### config.mk
export PLATFORM = sky130hd
export DESIGN_NAME = mcd_mem_ctrl
export DESIGN_NICKNAME = d
export VERILOG_FILES = /design/src/rtl/mcd_pkg.sv /design/src/rtl/mcd_display_timer.sv /design/src/rtl/mcd_mem_ctrl.sv
export SDC_FILE = /design/constraint.sdc
export NUM_CORES = 1
export LEC_CHECK = 0
export ABC_AREA = 1
export ABC_CLOCK_PERIOD_IN_PS = 1980
export CAP_MARGIN = 20
export CORE_MARGIN = 5
export CORE_UTILIZATION = 25
export CTS_CLUSTER_SIZE = 20
export DETAILED_ROUTE_END_ITERATION = 10
export GPL_ROUTABILITY_DRIVEN = 0
export PLACE_DENSITY = 0.43
export SYNTH_ARGS = -nofsm -noshare
export SYNTH_HDL_FRONTEND = slang
export SYNTH_HIERARCHICAL = 1
export SYNTH_SLANG_ARGS = --single-unit
export TNS_END_PERCENT = 5
### constraint.sdc
create_clock -name clk -period 1.98 [get_ports clk]
set_clock_uncertainty 0.15 [all_clocks]
set_input_delay 0.396 -clock clk [delete_from_list [all_inputs] [get_ports clk]]
set_output_delay 0.396 -clock clk [all_outputs]
set_load 0.005 [all_outputs]
### src/rtl/mcd_pkg.sv
// Shared definitions for the mcd_mem_ctrl bus front-end:
// address windows, register offsets, state and region types.
package mcd_pkg;

    localparam logic [22:0] ROM_BASE  = 23'h400000;
    localparam logic [22:0] ROM_LIMIT = 23'h4FFBFF;
    localparam logic [22:0] SYS_BASE  = 23'h4FFC00;
    localparam logic [22:0] SYS_LIMIT = 23'h4FFFDF;
    localparam logic [22:0] CH2_BASE  = 23'h4FFFE0;
    localparam logic [22:0] CH2_LIMIT = 23'h4FFFEF;
    localparam logic [22:0] CH1_BASE  = 23'h4FFFF0;
    localparam logic [22:0] CH1_LIMIT = 23'h4FFFFF;

    localparam logic [7:0] CH1_STAT_OFF = 8'hF0;
    localparam logic [7:0] CH2_CTRL_OFF = 8'hE0;

    typedef enum logic [1:0] {
        ST_IDLE,
        ST_MEM,
        ST_REGW,
        ST_DONE
    } state_e;

    typedef enum logic [2:0] {
        REG_RAM,
        REG_ROM,
        REG_SYS,
        REG_CH1,
        REG_CH2,
        REG_NONE
    } region_e;

    // RAM wins if it ever grows over the upper windows.
    function automatic region_e decode_region(input logic [22:0] ba,
                                              input int ram_aw);
        region_e r;
        if ({1'b0, ba} < (24'd1 << (ram_aw + 1)))
            r = REG_RAM;
        else if (ba >= ROM_BASE && ba <= ROM_LIMIT)
            r = REG_ROM;
        else if (ba >= SYS_BASE && ba <= SYS_LIMIT)
            r = REG_SYS;
        else if (ba >= CH2_BASE && ba <= CH2_LIMIT)
            r = REG_CH2;
        else if (ba >= CH1_BASE && ba <= CH1_LIMIT)
            r = REG_CH1;
        else
            r = REG_NONE;
        return r;
    endfunction

endpackage

### src/rtl/mcd_display_timer.sv
// Free-running display period counter producing a registered
// display_active flag for the last ACTIVE_CYCLES of each period.
module mcd_display_timer #(
    parameter int LINE_CYCLES   = 256,
    parameter int ACTIVE_CYCLES = 128
) (
    input  logic clk,
    input  logic reset_n,
    output logic display_active
);

    localparam int CW = $clog2(LINE_CYCLES);
    localparam logic [CW-1:0] LAST  = CW'(LINE_CYCLES - 1);
    localparam logic [CW-1:0] START = CW'(LINE_CYCLES - ACTIVE_CYCLES);

    logic [CW-1:0] cnt_q, cnt_d;
    logic          active_q, active_d;

    // Next counter value and active flag.
    always_comb begin
        cnt_d    = (cnt_q == LAST) ? '0 : cnt_q + CW'(1);
        active_d = (cnt_q >= START);
    end

    // Timer state.
    always_ff @(posedge clk or negedge reset_n) begin
        if (!reset_n) begin
            cnt_q    <= '0;
            active_q <= 1'b0;
        end else begin
            cnt_q    <= cnt_d;
            active_q <= active_d;
        end
    end

    assign display_active = active_q;

endmodule

### src/rtl/mcd_mem_ctrl.sv
// 68k-side bus front-end: window decode, boot-ROM overlay,
// external RAM req/ack port and video channel registers.
module mcd_mem_ctrl
    import mcd_pkg::*;
#(
    parameter int RAM_AW        = 21,
    parameter int BOOT_ACCESSES = 4,
    parameter int LINE_CYCLES   = 256,
    parameter int ACTIVE_CYCLES = 128,
    parameter int REG_WAIT      = 1
) (
    input  logic              clk,
    input  logic              reset_n,
    input  logic [21:0]       address,
    input  logic [15:0]       din,
    output logic [15:0]       dout,
    input  logic              uds,
    input  logic              lds,
    input  logic              write_strobe,
    input  logic              cs,
    output logic              bus_ack,
    output logic              csrom,
    output logic              mem_req,
    output logic              mem_we,
    output logic [RAM_AW-1:0] mem_addr,
    output logic [1:0]        mem_be,
    output logic [15:0]       mem_wdata,
    input  logic [15:0]       mem_rdata,
    input  logic              mem_ack,
    output logic              display_active
);

    localparam int BW = $clog2(BOOT_ACCESSES + 2);
    localparam logic [BW-1:0] BOOT_MAX = BW'(BOOT_ACCESSES);

    state_e            state_q, state_d;
    logic [15:0]       dout_q, dout_d;
    logic              mem_req_q, mem_req_d;
    logic              mem_we_q, mem_we_d;
    logic [RAM_AW-1:0] mem_addr_q, mem_addr_d;
    logic [1:0]        mem_be_q, mem_be_d;
    logic [15:0]       mem_wdata_q, mem_wdata_d;
    logic [BW-1:0]     boot_cnt_q, boot_cnt_d;
    logic [15:0]       ctrl_q, ctrl_d;
    logic [2:0]        wait_q, wait_d;
    region_e           acc_rgn_q, acc_rgn_d;
    logic [7:0]        acc_off_q, acc_off_d;
    logic              acc_we_q, acc_we_d;
    logic [1:0]        acc_be_q, acc_be_d;
    logic [15:0]       acc_wdata_q, acc_wdata_d;

    logic [22:0] byte_addr;
    region_e     region;
    logic        overlay;
    logic        strobe;
    logic [15:0] reg_rdata;

    assign byte_addr = {address, 1'b0};
    assign region    = decode_region(byte_addr, RAM_AW);
    assign overlay   = (boot_cnt_q < BOOT_MAX);
    assign strobe    = uds | lds;
    assign csrom     = cs & ((region == REG_ROM) | overlay);
    assign bus_ack   = (state_q == ST_DONE) |
                       ((state_q == ST_IDLE) & ~cs);

    mcd_display_timer #(
        .LINE_CYCLES  (LINE_CYCLES),
        .ACTIVE_CYCLES(ACTIVE_CYCLES)
    ) u_timer (
        .clk           (clk),
        .reset_n       (reset_n),
        .display_active(display_active)
    );

    // Read value of the register captured at cycle start.
    always_comb begin
        reg_rdata = '0;
        if (acc_rgn_q == REG_CH1 && acc_off_q == CH1_STAT_OFF)
            reg_rdata = {8'h0, display_active, 7'h0};
        else if (acc_rgn_q == REG_CH2 && acc_off_q == CH2_CTRL_OFF)
            reg_rdata = ctrl_q;
    end

    // Bus cycle sequencing and register/RAM side effects.
    always_comb begin
        state_d     = state_q;
        dout_d      = dout_q;
        mem_req_d   = mem_req_q;
        mem_we_d    = mem_we_q;
        mem_addr_d  = mem_addr_q;
        mem_be_d    = mem_be_q;
        mem_wdata_d = mem_wdata_q;
        boot_cnt_d  = boot_cnt_q;
        ctrl_d      = ctrl_q;
        wait_d      = wait_q;
        acc_rgn_d   = acc_rgn_q;
        acc_off_d   = acc_off_q;
        acc_we_d    = acc_we_q;
        acc_be_d    = acc_be_q;
        acc_wdata_d = acc_wdata_q;
        case (state_q)
            ST_IDLE: begin
                if (cs && strobe) begin
                    if (overlay || region == REG_ROM) begin
                        state_d = ST_DONE;
                    end else if (region == REG_NONE) begin
                        state_d = ST_DONE;
                        if (!write_strobe)
                            dout_d = '0;
                    end else if (region == REG_RAM) begin
                        state_d     = ST_MEM;
                        mem_req_d   = 1'b1;
                        mem_we_d    = write_strobe;
                        mem_addr_d  = address[RAM_AW-1:0];
                        mem_be_d    = {uds, lds};
                        mem_wdata_d = din;
                    end else begin
                        state_d     = ST_REGW;
                        wait_d      = 3'(REG_WAIT);
                        acc_rgn_d   = region;
                        acc_off_d   = byte_addr[7:0];
                        acc_we_d    = write_strobe;
                        acc_be_d    = {uds, lds};
                        acc_wdata_d = din;
                    end
                end
            end
            ST_MEM: begin
                if (mem_ack) begin
                    state_d   = ST_DONE;
                    mem_req_d = 1'b0;
                    if (!mem_we_q)
                        dout_d = mem_rdata;
                end
            end
            ST_REGW: begin
                if (wait_q == 3'd0) begin
                    state_d = ST_DONE;
                    if (!acc_we_q) begin
                        dout_d = reg_rdata;
                    end else if (acc_rgn_q == REG_CH2 &&
                                 acc_off_q == CH2_CTRL_OFF) begin
                        if (acc_be_q[1])
                            ctrl_d[15:8] = acc_wdata_q[15:8];
                        if (acc_be_q[0])
                            ctrl_d[7:0] = acc_wdata_q[7:0];
                    end
                end else begin
                    wait_d = wait_q - 3'd1;
                end
            end
            ST_DONE: begin
                if (!cs || !strobe) begin
                    state_d = ST_IDLE;
                    if (boot_cnt_q != BOOT_MAX)
                        boot_cnt_d = boot_cnt_q + BW'(1);
                end
            end
            default: state_d = ST_IDLE;
        endcase
    end

    // Controller state and registered outputs.
    always_ff @(posedge clk or negedge reset_n) begin
        if (!reset_n) begin
            state_q     <= ST_IDLE;
            dout_q      <= '0;
            mem_req_q   <= 1'b0;
            mem_we_q    <= 1'b0;
            mem_addr_q  <= '0;
            mem_be_q    <= '0;
            mem_wdata_q <= '0;
            boot_cnt_q  <= '0;
            ctrl_q      <= '0;
            wait_q      <= '0;
            acc_rgn_q   <= REG_NONE;
            acc_off_q   <= '0;
            acc_we_q    <= 1'b0;
            acc_be_q    <= '0;
            acc_wdata_q <= '0;
        end else begin
            state_q     <= state_d;
            dout_q      <= dout_d;
            mem_req_q   <= mem_req_d;
            mem_we_q    <= mem_we_d;
            mem_addr_q  <= mem_addr_d;
            mem_be_q    <= mem_be_d;
            mem_wdata_q <= mem_wdata_d;
            boot_cnt_q  <= boot_cnt_d;
            ctrl_q      <= ctrl_d;
            wait_q      <= wait_d;
            acc_rgn_q   <= acc_rgn_d;
            acc_off_q   <= acc_off_d;
            acc_we_q    <= acc_we_d;
            acc_be_q    <= acc_be_d;
            acc_wdata_q <= acc_wdata_d;
        end
    end

    assign dout      = dout_q;
    assign mem_req   = mem_req_q;
    assign mem_we    = mem_we_q;
    assign mem_addr  = mem_addr_q;
    assign mem_be    = mem_be_q;
    assign mem_wdata = mem_wdata_q;

endmodule

# Word-level counts from Yosys, hierarchy flattened
# Cells that the tools add are included.
dict set report totals {
  ff_bits 119
  latch_bits 0
  ram_bits 0
  romBits 0
  inputBits 61
  output_inout_bits 60
  elab_cells 128
  memories 0
}
dict set report op_classes {
  n_addsub 3
  multipliers 0
  n_div 0
  magnitude_cmp 11
  n_eq_ne 24
  shifts 0
  mux 37
  n_bitwise 9
  n_reduce_logical 26
}
# operator count
set op_table {}
lappend op_table {{$mux W16} 10}
lappend op_table {{$ge A23 B23 Y1 const B} 4}
lappend op_table {{$le A23 B23 Y1 const B} 4}
lappend op_table {{$pmux W16 S3} 1}
lappend op_table {{$mux W3} 10}
lappend op_table {{$lt A23 B23 Y1 const B} 1}
lappend op_table {{$reduce_and A5 Y1} 4}
lappend op_table {{$ne A2 B2 Y1 const B} 9}
lappend op_table {{$eq A7 B7 Y1 const B} 2}
lappend op_table {{$mux W2} 7}
lappend op_table {{$reduce_and A6 Y1} 2}
lappend op_table {{$reduce_and A9 Y1} 1}
lappend op_table {{$add A8 B1 Y8 const B} 1}
lappend op_table {{$eq A8 B8 Y1 const B} 1}
lappend op_table {{$ge A8 B8 Y1 const B} 1}
lappend op_table {{$mux W8} 1}
lappend op_table {{$ne A2 B1 Y1 const B} 4}
lappend op_table {{$pmux W2 S4} 1}
lappend op_table {{$logic_and A1 B1 Y1} 7}
lappend op_table {{$eq A3 B3 Y1 const B} 2}
lappend op_table {{$logic_not A3 Y1} 2}
lappend op_table {{$pmux W3 S2} 1}
lappend op_table {{$mux W1} 5}
lappend op_table {{$eq A2 B2 Y1 const B} 2}
lappend op_table {{18 further kinds} 27}

# Logic depth before layout (Yosys ltp)
# Gate-level depths: netlist (run 1).
dict set report depth {
  word_depth 13
  depth_mapped 12
  ltp_nobuf 11
}

# Modules after synthesis
# Netlist (run 1), hierarchy kept.
# module instances cells_each area_per_inst_um2 seq_area_each_um2
set modules_own_cells {}
lappend modules_own_cells {mcd_mem_ctrl 1 544 5104.9 2755.1}
lappend modules_own_cells {mcd_display_timer 1 46 420.4 225.2}

# Worst setup path before layout (run 1)
# Ideal clock, no wire load.
dict set report synth_timing {
  path_type {flip-flop to flip-flop}
  start {register state_q[0]}
  end {register dout_q[12], in the netlist dout[12]}
  setup_ns 0.117
  arrival_ns 1.690
  t_required_ns 1.713
  slack_ns 0.022
  path_stages_with_launch 11
  path_buffers 2
  synth_period_minus_slack_ns 1.958
  cell_sequence {dfrtp_1 -> inv_1 -> ha_1 -> clkbuf_1 -> inv_1 -> o21ai_0 -> nor3_1 -> nand3_4 -> buf_6 -> nand2_1 -> o21ai_2}
}
dict set report synth_via {
  elab_chain_cells 3
  word_cells_on_any_way 14
  cone_classes {eq/ne (10); mux (1); reduce/logical (3)}
}
# element line_no
set synth_rtl {}
lappend synth_rtl {{start, declared} mcd_mem_ctrl.sv:36} ;# state_e state_q, state_d;
lappend synth_rtl {{start signal, assigned} mcd_mem_ctrl.sv:182} ;# state_q <= state_d;
lappend synth_rtl {{$eq A2 B2 Y1 (tied with other cells)} mcd_mem_ctrl.sv:101} ;# case (state_q)
lappend synth_rtl {{$ne A2 B2 Y1 (no line) (tied with other cells)} -}
lappend synth_rtl {{$reduce_and A9 Y1 (no line)} -}
lappend synth_rtl {{end signal, assigned} mcd_mem_ctrl.sv:183} ;# dout_q <= dout_d;
lappend synth_rtl {{end, declared} mcd_mem_ctrl.sv:37} ;# logic [15:0] dout_q, dout_d;
# Parallel ways exist; a longest one is shown, timed or not.
# A chain may end at the register's enable or synchronous reset.

# Worst setup path in the final report (run 1)
dict set report layout_timing {
  start {register state_q[1]}
  end {output bus_ack}
}
dict set report layout_via {
  elab_chain_cells 3
  word_cells_on_any_way 4
  cone_classes {eq/ne (1); bitwise (2); reduce/logical (1)}
}
# element line_no
set layout_rtl {}
lappend layout_rtl {{$logic_not A2 Y1} mcd_mem_ctrl.sv:64} ;# ((state_q == ST_IDLE) & ~cs);
lappend layout_rtl {{$and A1 B1 Y1} mcd_mem_ctrl.sv:64}
lappend layout_rtl {{$or A1 B1 Y1 (*)} mcd_mem_ctrl.sv:63} ;# assign bus_ack = (state_q == ST_DONE) |
lappend layout_rtl {{end, declared} mcd_mem_ctrl.sv:21} ;# output logic bus_ack,
# Every way passes the cells marked *; elsewhere a longest branch is shown, timed or not.

==> results.yml, run 1 <==
run_status:
  status: "complete, no violations"
sta:
  layout_setup_ws_ps: 58.34
  worst_pin_slew_ps: 422.4
  setup_tns_ps: 0
  fin_crit_ps: 1922
  finalHoldViolCount: 0
  slew_headroom: 0.7184
  fmax_ghz: 0.5204
  timing_max_transition_violations_final: 0
  period_share: 0.9705
  rsz0062_at_grt: "yes"
  setup_viol: 0
  fin_hold_ws_ps: 206.9
synth:
  synth_mux_area_frac: 0.05910
  syn-cell-area_um2: 5525
  syn_inst: 590
  synth_top_family_by_area: "simple AND/OR/NAND/NOR gates"
  synth-xor-area-share: 0.007926
  ys_ff_latch: 119
  synth_top_area_share: 0.5299
  synth_compound_area_frac: 0.1110
  synth_area_leaders: "dfrtp_1 (53%), nand2_1 (11%), mux2_2 (5.9%)"
  ys_seq_area_frac: 0.5394
  synthAdderAreaFrac: 0.02491
  syn-num-nets: 662
  synth.distinct_cells: 31
  avgSynthCellArea_um2: 9.365
  synth_top_area_cell: "dfrtp_1"
  ys_warn_count: 6
  synthSimpleGateAreaFrac: 0.1868
global_routing:
  grt_overflow: 0
  antenna_found_initial: 0
  grt_pass1_vias: 4823
  grt_pass1_wl_mm: 24.35
  track_usage: 0.1231
  grt_max_degree: 42
layout:
  final_common_cell: "nand2_1"
  fin_util: 0.3682
  final_cell_mix: "nand2_1 (152), dfrtp_1 (117), clkdlybuf4s50_1 (104), o21ai_0 (59), inv_1 (55)"
  nets: 830
  n_antenna_cell: 0
  syn2layout_area_growth_pct: 45.43
  drive_gt1_frac: 0.2364
critical_path:
  arrival_ps: 1380
  startpoint_type: "flip-flop"
  path_cells: "inv_1, ha_2, inv_1, o21ai_1, buf_2"
  end_kind: "output pin"
  critPathTopFamily: "flip-flops"
  cp_max_fo: 2
  max_stage_delay_ps: 380
  worst-path-buf-inv: 3
  cp.required_ps: 1430
  path_class: "reg -> out"
  worst_path_max_delay_cell: "dfrtp_1"
  path_common_cell: "inv_1"
worst_hold_path:
  hp-class: "in -> reg"
clock_tree:
  clk_pin_slew_worst_paths_ps: 50
  clock_latency_ps: 410
  cts_tree: "done"
  clock_path_buffers: 2
  cts_max_level: 4
  clkSinkCount: 119
  cts_buffers: 17
  cts-root-buf: "clkbuf_16"
routing:
  viasPerCell: 4.281
  drc: 0
  ant_nets: 0
  dr.pass1.iters: 4
  dr_total_vias: 4495
  routed_wl_mm: 14.74
  post_drt_wl_per_cell_um: 14.03
  drt_iter0_drc: 237
job:
  maxCapViolCount: 0
power:
  leakage_nw: 3.680
  worst_ir_drop_vdd_v: 0.0005779
  power-per-cell-area_nw_per_um2: 1232
floorplanning:
  dieArea_um2: 25170
  ios: 121
  start_util: 0.2532
  die_h_um: 158.7
  fp.dieW_um: 158.7
  coreArea_um2: 21820
  fp-row-count: 54
placed_design:
  port_buffers: 120
  dp_hpwl_mm: 11.08
  place_ws_ps: -566.7
-- power breakdown --
part	internal (W)	switching [W]	total, W	leakage (nW)
Clock	0.00209	0.00106	0.00315	0.302
Combinational	0.00187	0.00157	0.00345	1.91
Sequential	0.00298	0.000316	0.00330	1.47
-- metal layers --
metal,GRT usage,vias up,share of wire
met5,0,-,0
met4,0.04630,0,0.021
met3,0.03914,26,0.052
met2,0.1903,92,0.46
met1,0.1614,2135,0.46
li1,-,2242,-
-- metrics by stage --
| step | power, W | area [µm²] | std cells |
|---|---|---|---|
| finish | 0.009898 | 8035 | 1050 |
| global route | 0.01056 | 8035 | 1050 |
| CTS | 0.01000 | 8010 | 1050 |
| detailed placement | 0.006736 | 7298 | 1008 |
| global placement | 0.006689 | 7298 | 1008 |
| floorplan | 0.004923 | 5525 | 590 |
-- state kept, by name, summed over array words and instances (netlist names) --
| signal | count |
|---|---|
| mem_wdata | 16 |
| acc_wdata_q | 16 |
| mem_be | 2 |
| mem_we | 1 |
| acc_we_q | 1 |
| acc_rgn_q | 3 |
| mem_req | 1 |
| boot_cnt_q | 3 |
| u_timer/display_active | 1 |
| dout | 16 |
| wait_q | 3 |
| ctrl_q | 16 |
| acc_be_q | 2 |
| mem_addr | 21 |
| u_timer/cnt_q | 8 |
| state_q | 2 |
| acc_off_q | 7 |
-- cell type report --
class / count / area (µm²)
clock buffers: 22 / 484.2
clock inverters: 9 / 122.6
fillers: 2203 / 13790
inverters: 62 / 232.7
multi-input cells: 385 / 2226
flip-flops and latches: 119 / 2980
well taps: 280 / 350.3
repair buffers: 173 / 1639
-- cells by family after synthesis --
group	after synthesis
xor+xnor	5
fa+ha+maj	11
flops	119
compound gates	102
simple gates	238
buf+inv	86
mux	29
-- path summary, 6_finish.rpt --
path                                            start                               end  slack [ps]  depth (start not counted)
max                            state_q[1]$_DFFE_PN0P_                           bus_ack          60                          5
min                                       address[14]          mem_addr[14]$_DFFE_PN0P_         210                          2
max reg2reg                    state_q[0]$_DFFE_PN0P_              dout[10]$_DFFE_PN0P_          70                         10
min reg2reg                u_timer/cnt_q[7]$_DFF_PN0_  u_timer/display_active$_DFF_PN0_         280                          0
max in group asynchronous                     reset_n           mem_addr[1]$_DFFE_PN0P_         780                          3
min in group asynchronous                     reset_n        acc_wdata_q[1]$_DFFE_PN0P_         330                          2
-- worst register-to-register path: stages, from the launching register on --
cell	delay (ps)
dfrtp_1	370
buf_4	150
ha_2	180
inv_2	70
buf_4	120
nand3_2	100
nor3_4	220
nand3_4	100
buf_12	180
nand2_1	100
o21ai_2	50
-- cells in the mapped netlist --
library cell / n
xor2_1: 4
nand3_1: 30
o21ai_2: 26
nor2_4: 2
dfrtp_1: 117
nand2_1: 157
nor3_1: 3
clkbuf_2: 1
inv_1: 59
buf_2: 5
nand4_1: 7
a21oi_1: 4
xnor2_1: 1
ha_1: 11
nor3b_1: 1
nor3_2: 1
o21a_1: 2
o21ai_0: 62
nor2_1: 24
buf_12: 1
nor2_2: 5
o21ai_1: 8
nand2_2: 4
buf_6: 6
buf_1: 1
mux2_2: 29
nand3_4: 2
inv_2: 3
or2_2: 2
clkbuf_1: 10
dfstp_2: 2
-- what timing repair did --
item | 4_1_cts | 5_1_grt
setup endpoints to repair | 22 | 24
pin swaps | 10 | 0
cloned | 0 | 0
hold endpoints to repair | 22 | 0
hold buffers | 1 | 0
resized for setup | 40 | 8
setup buffers | 10 | 0
No activity file was read; power rests on OpenSTA's default activity.
==> run 2: changes to the inputs <==
--- a/config.mk
+++ b/config.mk
@@ -5,7 +5,7 @@
 export SDC_FILE = /design/constraint.sdc
 export NUM_CORES = 1
 export LEC_CHECK = 0
-export ABC_AREA = 1
+export ABC_AREA = 0
 export ABC_CLOCK_PERIOD_IN_PS = 1980
 export CAP_MARGIN = 20
 export CORE_MARGIN = 5
@@ -13,7 +13,7 @@
 export CTS_CLUSTER_SIZE = 20
 export DETAILED_ROUTE_END_ITERATION = 10
 export GPL_ROUTABILITY_DRIVEN = 0
-export PLACE_DENSITY = 0.43
+export PLACE_DENSITY = 0.44
 export SYNTH_ARGS = -nofsm -noshare
 export SYNTH_HDL_FRONTEND = slang
 export SYNTH_HIERARCHICAL = 1
==> results.yml, run 2 <==
run_status:
  status: "finished with violations"
  failed_checks: "setup timing"
floorplanning:
  fp-row-count: 52
  start_util: 0.2522
  fp.dieW_um: 152.2
  die_h_um: 152.2
  dieArea_um2: 23160
  ios: 121
  coreArea_um2: 20040
sta:
  fin_hold_ws_ps: 213.1
  setup_viol: 1
  setup_tns_ps: -7.797
  layout_setup_ws_ps: -7.797
  slew_headroom: 0.6911
  fmax_ghz: 0.5031
  finalHoldViolCount: 0
  fin_crit_ps: 1988
  rsz0062_at_grt: "yes"
  period_share: 1.004
  worst_pin_slew_ps: 463.3
  timing_max_transition_violations_final: 0
critical_path:
  r2r_end: "ctrl_q[10]$_DFFE_PN0P_"
  end_kind: "output pin"
  reg2reg_slack_ps: 10
  cp_max_fo: 2
  r2r-start: "state_q[0]$_DFFE_PN0P_"
  path_class: "in -> out"
  r2r_cells: 8
  cp.required_ps: 1430
  worst_path_max_delay_cell: "nand4_1"
  arrival_ps: 1440
  path_cells: "dlygate4sd2_1, nand4_1, nor3_2, o21ai_1, and2_1, buf_2"
  max_stage_delay_ps: 240
  startpoint_type: "input pin"
power:
  leakage_nw: 3.675
  power.net_switching_w: 0.002979
  pwr-share-clk: 0.292
  worst_ir_drop_vdd_v: 0.0006794
  power-per-cell-area_nw_per_um2: 1289
  sw_frac_of_total: 0.2904
  p_seq_frac: 0.330
  share_comb_of_total_power: 0.378
  power_w: 0.01026
  p_int_w: 0.007281
placed_design:
  dp_hpwl_mm: 10.19
  place_ws_ps: -703.4
  port_buffers: 120
job:
  maxCapViolCount: 0
synth:
  synth.distinct_cells: 43
  ys_warn_count: 6
  synthArstFlopShare: 1.000
  syn-cell-area_um2: 5054
  synth.most_common_cell: "dfrtp_1"
  ys_ff_latch: 119
  synth_top_area_share: 0.5794
  synth_area_leaders: "dfrtp_1 (58%), mux2_2 (14%), nand2_1 (6.7%)"
  avgSynthCellArea_um2: 11.70
  synth_edf_count: 0
  ys_seq_area_frac: 0.5897
  syn_inst: 432
  syn-num-nets: 504
  ys.flop_type: "dfrtp_1"
  synth_commonest_cells: "dfrtp_1 (117), nand2_1 (90), mux2_2 (65)"
  synth_top_area_cell: "dfrtp_1"
routing:
  ant_nets: 0
  routed_wl_mm: 14.80
  dr.pass1.iters: 4
  drt_iter0_drc: 192
  dr_total_vias: 3951
  viasPerCell: 4.395
  post_drt_wl_per_cell_um: 16.46
  drc: 0
clock_tree:
  clock_latency_ps: 420
  cts-root-buf: "clkbuf_16"
  clk_pin_slew_worst_paths_ps: 50
  cts_buffers: 17
  cts_max_level: 4
  clock_path_buffers: 2
  clkSinkCount: 119
  cts_tree: "done"
global_routing:
  grt_pass1_wl_mm: 22.74
  grt_max_degree: 43
  track_usage: 0.1235
  grt_pass1_vias: 4178
  grt_overflow: 0
  antenna_found_initial: 0
layout:
  syn2layout_area_growth_pct: 57.56
  nets: 688
  n_antenna_cell: 0
  largest_reg_flops: 21
  final_common_cell: "dfrtp_1"
  final_cell_mix: "dfrtp_1 (116), clkdlybuf4s50_1 (101), nand2_1 (89), buf_4 (40), mux2_4 (34)"
  drive_gt1_frac: 0.3021
worst_hold_path:
  hold_start: "address[16]"
  worstHoldEndpoint: "mem_addr[16]$_DFFE_PN0P_"
  holdPathStages: 2
  hp-class: "in -> reg"
run 2: repair_timing:
action                     in CTS  in global routing
hold endpoints to repair       25                  0
setup buffers                   3                  4
setup endpoints to repair      91                 84
resized for setup              34                 84
pin swaps                      10                 13
hold buffers                    1                  0
cloned                          0                  4
run 2: cells by family after synthesis:
group / count (synthesis) / synth area share
compound gates: 59 / 0.07453
simple gates: 143 / 0.1302
mux: 67 / 0.1488
buf+inv: 28 / 0.02080
xor+xnor: 5 / 0.008667
fa+ha+maj: 11 / 0.02723
flops: 119 / 0.5898
run 2: stage by stage:
step / area (µm²) / utilization / cells
after floorplan: 5109 / - / 432
after global placement: 6994 / 0.3490 / 855
after detailed placement: 6994 / 0.3490 / 855
after CTS: 7620 / 0.3802 / 891
after global routing: 7963 / 0.3974 / 899
final: 7963 / 0.3974 / 899
run 2: area by class of cell:
type | count | area [µm²]
clock buffer | 20 | 446.7
clock inverter | 12 | 126.4
fill | 2012 | 12080
inverter | 13 | 48.80
multi-input combinational | 285 | 2223
sequential | 119 | 2982
tap | 270 | 337.8
timing repair buffer | 180 | 1798
run 2: worst max-delay path: cells and delay by family:
kind | cells | cell delay (ps)
AO/OA/AOI/OAI | 1 | 80
buffers and inverters | 2 | 340
AND/OR/NAND/NOR | 3 | 620
run 2: how the worst max path moves through the flow:
stage	from	to	slack, ps	cells after the start
floorplan	address[20]	acc_rgn_q[1]$_DFFE_PN0P_	-250	5
global placement	address[14]	acc_rgn_q[1]$_DFFE_PN0P_	-670	6
detailed placement	address[14]	acc_rgn_q[1]$_DFFE_PN0P_	-700	6
CTS	state_q[0]$_DFFE_PN0P_	mem_wdata[6]$_DFFE_PN0P_	-20	7
global route	state_q[0]$_DFFE_PN0P_	ctrl_q[5]$_DFFE_PN0P_	-80	8
finish	address[14]	csrom	-8	6
run 2: power by group through the flow:
stage	logic, W	clock network, W	registers, W
after floorplan	0.00127	0	0.00339
after CTS	0.00338	0.00307	0.00338
after global routing	0.00418	0.00317	0.00346
final	0.00388	0.00299	0.00339
after detailed placement	0.00337	0	0.00341
after global placement	0.00334	0	0.00341
run 2: metal layers:
metal,global-route usage,share of wire
met5,0,0
met4,0.04366,0.013
met3,0.03607,0.039
met2,0.2049,0.50
met1,0.1539,0.45
==> run 3: changes to the inputs <==
--- a/config.mk
+++ b/config.mk
@@ -8,6 +8,7 @@
 export ABC_AREA = 0
 export ABC_CLOCK_PERIOD_IN_PS = 1980
 export CAP_MARGIN = 20
+export CORE_ASPECT_RATIO = 0.8
 export CORE_MARGIN = 5
 export CORE_UTILIZATION = 25
 export CTS_CLUSTER_SIZE = 20
==> results.yml, run 3 (synthesis gave the netlist of run 2 again) <==
routing:
  post_drt_wl_per_cell_um: 16.12
  drc: 0
  routed_wl_mm: 14.28
  viasPerCell: 4.366
  drt_iter0_drc: 177
  dr.pass1.iters: 4
  ant_nets: 0
  dr_total_vias: 3868
global_routing:
  grt_max_degree: 46
  top_usage_layer: "met2"
  grtUsageMet1: 0.1757
  gr-usage-met2: 0.1906
  track_usage: 0.1277
  antenna_found_initial: 0
  grt_util_met3: 0.04043
  grt_overflow: 0
  grt_pass1_wl_mm: 22.74
  grt_pass1_vias: 4160
power:
  power.net_switching_w: 0.002826
  sw_frac_of_total: 0.2830
  worst_ir_drop_vdd_v: 0.0005679
  p_seq_frac: 0.336
  power_w: 0.009984
  leakage_nw: 3.502
  pwr-share-clk: 0.329
  power-per-cell-area_nw_per_um2: 1301
  share_comb_of_total_power: 0.335
  p_int_w: 0.007158
floorplanning:
  ios: 121
  coreArea_um2: 19860
  die_h_um: 137.2
  fp.dieW_um: 169.0
  fp-row-count: 46
  dieArea_um2: 23180
  start_util: 0.2545
critical_path:
  cp_max_fo: 8
  critPathTopFamily: "simple AND/OR/NAND/NOR gates"
  worst_path_max_delay_cell: "dfrtp_1"
  path_class: "reg -> reg"
  arrival_ps: 2150
  max_stage_delay_ps: 400
  cp.required_ps: 2130
  worst-path-buf-inv: 3
  startpoint_type: "flip-flop"
  end_kind: "flip-flop"
  path_cells: "inv_2, buf_6, ha_4, nor2b_4, nand3_2, nor2_4, nand4_1, buf_6, mux2_4"
  path_common_cell: "buf_6"
sta:
  period_share: 1.010
  fin_crit_ps: 1999
  layout_setup_ws_ps: -19.39
  worst_pin_slew_ps: 517.3
  finalHoldViolCount: 0
  fin_hold_ws_ps: 189.4
  fmax_ghz: 0.5002
  setup_viol: 10
  timing_max_transition_violations_final: 0
  rsz0062_at_grt: "yes"
  slew_headroom: 0.6551
  setup_tns_ps: -41.36
clock_tree:
  clock_latency_ps: 420
  cts_max_level: 4
  clock_path_buffers: 2
  cts_buffers: 17
  clk_pin_slew_worst_paths_ps: 60
  cts_tree: "done"
  cts-root-buf: "clkbuf_16"
  clkSinkCount: 119
job:
  maxCapViolCount: 0
layout:
  final_cells: 886
  largest_reg_flops: 21
  syn2layout_area_growth_pct: 51.80
  nets: 681
  final_cell_mix: "dfrtp_1 (116), clkdlybuf4s50_1 (103), nand2_1 (89), mux2_2 (63), buf_4 (44)"
  final_common_cell: "dfrtp_1"
  fin_util: 0.3863
  drive_gt1_frac: 0.2878
  n_antenna_cell: 0
placed_design:
  dp_hpwl_mm: 10.69
  dp.cells: 846
  port_buffers: 120
worst_hold_path:
  hp-class: "in -> reg"
run_status:
  status: "finished with violations"
  failed_checks: "setup timing"
## run 3: changes by cell type in the layout (fill, tap and decap cells not counted), sizes merged
| cell | before | now |
|---|---|---|
| inv | 15 | 16 |
| bufinv | 2 | 4 |
| dlymetal6s2s | 3 | 0 |
| clkdlybuf4s50 | 101 | 103 |
| clkdlybuf4s15 | 2 | 0 |
| clkbuf | 22 | 17 |
| buf | 60 | 58 |
## run 3: worst min-delay path: cells and delay by family
family                 cells  cell delay, ps
buffers and inverters      2             200
multiplexers               1             130
## run 3: metal layers
layer | share of wire | vias to the layer above
li1 | - | 1874
met3 | 0.044 | 15
met4 | 0.014 | 0
met5 | 0 | -
met1 | 0.50 | 1897
met2 | 0.44 | 82
## run 3: path summary, 6_finish.rpt
check                                            from                                to  cells after the start  slack [ps]
min reg2reg                u_timer/cnt_q[7]$_DFF_PN0_  u_timer/display_active$_DFF_PN0_                      0         300
max                            state_q[0]$_DFFE_PN0P_            ctrl_q[10]$_DFFE_PN0P_                      9         -20
max reg2reg                    state_q[0]$_DFFE_PN0P_            ctrl_q[10]$_DFFE_PN0P_                      9         -20
max in group asynchronous                     reset_n  u_timer/display_active$_DFF_PN0_                      3         660
min in group asynchronous                     reset_n              dout[13]$_DFFE_PN0P_                      2         340
min                                       address[19]          mem_addr[19]$_DFFE_PN0P_                      3         190
## run 3: repair_timing
action / CTS / global route
endpoints found under the setup margin: 74 / 45
buffers inserted: 7 / 0
hold endpoints to repair: 29 / 0
hold buffers: 1 / 0
resized for setup: 42 / 5
pin swaps: 10 / 1
## run 3: final cells by class
class	count	area (µm²)
fillers	1960	12190
flip-flops and latches	119	2982
multi-input cells	285	2054
repair buffers	173	1629
clock buffers	17	425.4
well taps	264	330.3
clock inverters	15	201.4
inverters	13	48.80
## run 3: power by group through the flow
stage	Clock (W)	Sequential [W]	Combinational, W
after floorplan	0	0.00339	0.00127
after global placement	0	0.00337	0.00331
after detailed placement	0	0.00339	0.00331
after CTS	0.00337	0.00336	0.00335
after global routing	0.00350	0.00344	0.00363
final	0.00328	0.00336	0.00334
## run 3: metrics by stage
step / area (µm²) / setup WS, ps
5_1_grt: 7671 / -108.9
2_1_floorplan: 5109 / -249.7
4_1_cts: 7651 / -6.942
6_report: 7671 / -19.39
3_5_place_dp: 6964 / -624.2
3_3_place_gp: 6964 / -659.0
